$ cat src/rtl/pc_update_unit.sv
// Program counter register with next-PC selection, memory-stall hold,
// redirect capture across stalls and a sticky stall watchdog.
//
//   state     | meaning
//   ----------+-----------------------------------------------------------
//   S_INIT    | first cycle after reset, PC parked at RESET_VECTOR, not valid
//   S_RUN     | normal fetch, PC advances or redirects every cycle
//   S_STALL   | memory busy, PC held, first resolved redirect is captured
//   S_TIMEOUT | stall ran too long, PC frozen and invalid until reset
module pc_update_unit #(
  parameter int                 PC_WIDTH     = 32,
  parameter logic [PC_WIDTH-1:0] RESET_VECTOR = '0,
  parameter int                 STALL_LIMIT  = 255
) (
  input  logic                CLK,
  input  logic                RESET,
  input  logic [PC_WIDTH-1:0] PC4,
  input  logic [PC_WIDTH-1:0] OFFSET,
  input  logic                JUMP,
  input  logic                BRANCH_EQ,
  input  logic                BRANCH_NE,
  input  logic                ZERO,
  input  logic                BUSYWAIT,
  output logic [PC_WIDTH-1:0] PC,
  output logic                PC_VALID,
  output logic                FLUSH,
  output logic                STALL_TIMEOUT
);

  localparam int             CNT_W = 16;
  localparam logic [CNT_W-1:0] LIMIT = CNT_W'(STALL_LIMIT);

  typedef enum logic [1:0] {S_INIT, S_RUN, S_STALL, S_TIMEOUT} state_t;

  state_t              state, state_nxt;
  logic [PC_WIDTH-1:0] pc_q, pc_nxt;
  logic [PC_WIDTH-1:0] pend_t, pend_t_nxt;
  logic                pend_v, pend_v_nxt;
  logic                flush_q, flush_nxt;
  logic [CNT_W-1:0]    cnt, cnt_nxt, cnt_inc;
  logic                taken;
  logic [PC_WIDTH-1:0] target;

  // Branch priority: JUMP, then BEQ, then BNE; with BEQ and BNE both set only BEQ counts.
  always_comb begin
    taken = 1'b0;
    if (JUMP)
      taken = 1'b1;
    else if (BRANCH_EQ)
      taken = ZERO;
    else if (BRANCH_NE)
      taken = ~ZERO;
  end

  assign target  = PC4 + OFFSET;
  assign cnt_inc = (cnt == '1) ? cnt : cnt + 1'b1;

  always_ff @(posedge CLK) begin
    if (RESET)
      state <= S_INIT;
    else
      state <= state_nxt;
  end

  // The counter is always zero in S_RUN, so cnt_inc is the stalled-cycle count there too.
  always_comb begin
    state_nxt = state;
    case (state)
      S_INIT:    state_nxt = S_RUN;
      S_RUN,
      S_STALL: begin
        if (BUSYWAIT)
          state_nxt = (cnt_inc >= LIMIT) ? S_TIMEOUT : S_STALL;
        else
          state_nxt = S_RUN;
      end
      S_TIMEOUT: state_nxt = S_TIMEOUT;
      default:   state_nxt = S_INIT;
    endcase
  end

  always_comb begin
    pc_nxt     = pc_q;
    flush_nxt  = 1'b0;
    pend_v_nxt = pend_v;
    pend_t_nxt = pend_t;
    cnt_nxt    = cnt;
    case (state)
      S_RUN: begin
        if (BUSYWAIT) begin
          cnt_nxt = cnt_inc;
          if (taken) begin
            pend_v_nxt = 1'b1;
            pend_t_nxt = target;
          end
        end else begin
          pc_nxt    = taken ? target : PC4;
          flush_nxt = taken;
          cnt_nxt   = '0;
        end
      end
      S_STALL: begin
        if (BUSYWAIT) begin
          cnt_nxt = cnt_inc;
          if (taken && !pend_v) begin
            pend_v_nxt = 1'b1;
            pend_t_nxt = target;
          end
        end else begin
          pc_nxt     = pend_v ? pend_t : (taken ? target : PC4);
          flush_nxt  = pend_v | taken;
          pend_v_nxt = 1'b0;
          cnt_nxt    = '0;
        end
      end
      default: ;
    endcase
  end

  always_ff @(posedge CLK) begin
    if (RESET) begin
      pc_q    <= RESET_VECTOR;
      flush_q <= 1'b0;
      pend_v  <= 1'b0;
      pend_t  <= '0;
      cnt     <= '0;
    end else begin
      pc_q    <= pc_nxt;
      flush_q <= flush_nxt;
      pend_v  <= pend_v_nxt;
      pend_t  <= pend_t_nxt;
      cnt     <= cnt_nxt;
    end
  end

  always_comb begin
    PC            = pc_q;
    FLUSH         = flush_q;
    PC_VALID      = (state == S_RUN) || (state == S_STALL);
    STALL_TIMEOUT = (state == S_TIMEOUT);
  end

endmodule

$ cat config.mk
export PLATFORM = sky130hd
export DESIGN_NAME = pc_update_unit
export DESIGN_NICKNAME = d
export VERILOG_FILES = /design/src/rtl/pc_update_unit.sv
export SDC_FILE = /design/constraint.sdc
export NUM_CORES = 1
export LEC_CHECK = 0
export CAP_MARGIN = 20
export CELL_PAD_IN_SITES_DETAIL_PLACEMENT = 1
export CELL_PAD_IN_SITES_GLOBAL_PLACEMENT = 1
export CORE_MARGIN = 5
export CORE_UTILIZATION = 35
export CTS_CLUSTER_DIAMETER = 50
export CTS_CLUSTER_SIZE = 10
export DETAILED_ROUTE_END_ITERATION = 10
export PLACE_DENSITY_LB_ADDON = 0.1
export SLEW_MARGIN = 5
export SYNTH_ARGS = -nofsm -noshare
export SYNTH_HDL_FRONTEND = slang
export SYNTH_SLANG_ARGS = --single-unit
$ cat constraint.sdc
create_clock -name CLK -period 2.8 [get_ports CLK]
set_clock_uncertainty 0.15 [all_clocks]
set_input_delay 0.42 -clock CLK [delete_from_list [all_inputs] [get_ports CLK]]
set_output_delay 0.42 -clock CLK [all_outputs]
set_load 0.005 [all_outputs]
==> impl_metrics.tcl <==
set metrics [dict create \
    syn_area_per_cell_um2 7.30 \
    grt_max_degree 43 \
    synthCells 802 \
    p_clk_share_pct 28.7 \
    violations "negative setup slack" \
    p_comb_share_pct 39.4 \
    startpoint_type "input pin" \
    drtIter0Drc 301 \
    clk_latency_ns 0.34 \
    synth_warnings 0 \
    required_ns 2.92 \
    seq_power_share_pct 32.0 \
    power_per_cell_area_mw_per_mm2 459 \
    internal_power_mw 2.88 \
    final_nets 1167 \
    io_pins 106 \
    clkSlewWorstSetupHoldPaths_ns 0.06 \
    cp.arrival_ns 2.92 \
    async_reset_ff_share_pct 0 \
    die_w_um 139 \
    drive_gt1_share_pct 28.0 \
    post-route-util_pct 56.7 \
    ys.flop_type "dfxtp_1" \
    stdcell_count 1284 \
    vias 7155 \
    rsz0062_at_grt "true" \
    hold_violations 0 \
    synth_top_area_share_pct 28.7 \
    tns_ns -0.000448 \
    antenna_cells 0 \
    clockRootBuffer "clkbuf_16" \
    ant_nets 0 \
    synthTopCellsByArea "dfxtp_1 29%, nand2_1 9.4%, a21oi_1 7.9%" \
    start_util_pct 35.4 \
    setup_slack_ns -0.000448 \
    gp_congestion 0.889 \
    h-tree-depth 3 \
    grt_usage_pct 25.0 \
    hpwl_mm 18.3 \
    synth-seq-area-share_pct 28.7 \
    synth_area_mm2 0.00586 \
    regArea_mm2 0.00168 \
    wl_per_cell_um 19.9 \
    relSlewSlack_pct 59.2 \
    syn-num-nets 910 \
    postCtsHoldBufs 0 \
    setup_viol 1 \
    hp-class "register to register" \
    setup.worst_path.class "input pin to register" \
    cp_max_fo 2 \
    port_buffers 105 \
    synth_top_area_cell "dfxtp_1" \
    min_period_over_period_pct 100 \
    synth_cell_types 69 \
    power_mw 4.29 \
    ys_seq_elements 84 \
    grt_pass1_wl_mm 39.8 \
    maxCapViolCount 0 \
    dr.pass1.iters 4 \
    period_needed_ns 2.80 \
    mostFrequentLayoutCells "183 x buf_4, 144 x nand2_1, 84 x dfxtp_1, 80 x a21oi_1, 69 x nor2_1" \
    cts_buffers 9 \
    multi_input_area_mm2 0.00454 \
    die_area_mm2 0.0194 \
    post-place-ws_ns -0.724 \
    nFillCells 1986 \
    status "finished, violations left" \
    synth-edff-count 0 \
    wl_mm 25.6 \
    gr-total-overflow 0 \
    die_y_um 139 \
    switchingPower_mw 1.41 \
    grt_pass1_vias 7617 \
    cts_tree "done" \
    clk_path_buf_depth 2 \
    final_common_cell "buf_4" \
    antenna_found_initial 0 \
    end_kind "register" \
    routed_via_density 5.57 \
    drcViolationCount 0 \
    clock_sinks 84 \
    num_rows 47 \
    syn2layout_area_growth_pct 59.9 \
    core_region_area_mm2 0.0165 \
    fmax_ghz 0.357 \
    leakage_nw 3.95 \
    slew_violations 0 \
    p_sw_share_pct 32.9 \
    placed_cells 1247 \
    vdd_drop_max_v 0.000321 \
    tightest_slew_ns 0.612 \
]
[metal layers]
metal	routed length (um)	vias up	share of wire (%)	track usage (%)
met1	11000	3556	43	30.4
met5	0	-	0	0
met4	690	0	2.7	6.75
li1	-	3418	-	-
met3	728	40	2.8	4.12
met2	13200	141	51	45.6
[state kept, by name, indices dropped and copies added (netlist names)]
signal  count
FLUSH       1
PC         32
pend_t     32
cnt        16
state       2
pend_v      1
[cell families after synthesis]
group,after synthesis,synth area share [%]
buf+inv,64,4.38
mux,4,0.684
flops,84,28.7
fa+ha+maj,37,8.03
compound gates,259,28.4
xor+xnor,29,4.34
simple gates,325,25.5
[cell type report]
class / count / area share, %
inverters: 15 / 0.601
multi-input cells: 654 / 48.5
clock inverters: 1 / 0.321
well taps: 220 / 2.94
repair buffers: 295 / 26.8
flip-flops and latches: 84 / 18.0
clock buffers: 15 / 2.86
[metrics by stage]
stage               instance area, um2  hold WS (ns)
floorplan                         5880         0.281
CTS                               9000         0.309
global route                      9360         0.331
detailed placement                8320         0.296
finish                            9360         0.306
global placement                  8320         0.289
[cell usage after synthesis (3+ instances only)]
library cell / n
a31oi_1: 18
nand2_1: 146
a221oi_1: 3
nand4_1: 10
nor3_1: 21
nand3_1: 20
or3_1: 11
o31ai_1: 3
nor2_1: 73
and2_1: 4
a21oi_1: 92
o2111ai_1: 4
o21ai_0: 47
a211o_1: 3
nand2b_1: 6
a211oi_1: 13
ha_1: 36
mux2i_1: 4
nor4_1: 4
xor2_1: 8
inv_1: 14
nor3b_1: 3
buf_2: 7
o211ai_1: 11
clkbuf_1: 39
dfxtp_1: 84
and3_1: 7
xnor2_1: 21
nand3b_1: 5
a32o_1: 3
o22ai_1: 3
a21o_1: 21
nor4b_1: 3
a311oi_1: 10
[critical path, stage by stage]
cell and delay [ns]:
clkdlybuf4s50_1 0.46, ha_4 0.30, nand2_1 0.10, or4b_4 0.56, a311oi_2 0.21, o221ai_1 0.18, xnor2_1 0.25, buf_4 0.16
buf_4 0.09, nand2_1 0.06, a21oi_2 0.14
[power by group through the flow]
stage / clock network, mW / registers [mW] / logic (mW)
floorplan: 0 / 1.38 / 0.723
CTS: 1.26 / 1.37 / 1.57
global route: 1.30 / 1.38 / 1.83
finish: 1.23 / 1.37 / 1.69
global placement: 0 / 1.39 / 1.43
detailed placement: 0 / 1.40 / 1.48
[final timing paths]
kind	start	depth (start not counted)	slack, ns	end
setup / recovery	PC4[25]	11	-0.0004	pend_t[30]$_SDFFE_PP0P_
hold / removal	pend_t[18]$_SDFFE_PP0P_	2	0.31	pend_t[18]$_SDFFE_PP0P_
setup reg to reg	cnt[1]$_SDFFE_PP0N_	11	0.23	cnt[4]$_SDFFE_PP0N_
hold reg to reg	pend_t[18]$_SDFFE_PP0P_	2	0.31	pend_t[18]$_SDFFE_PP0P_
[repair_timing]
item | 4_1_cts | 5_1_grt
gates cloned | 0 | 0
pin swaps | 32 | 50
setup buffers | 12 | 10
setup endpoints to repair | 36 | 30
resized for setup | 86 | 81
Note: power is estimated with default switching activity, not from simulation.
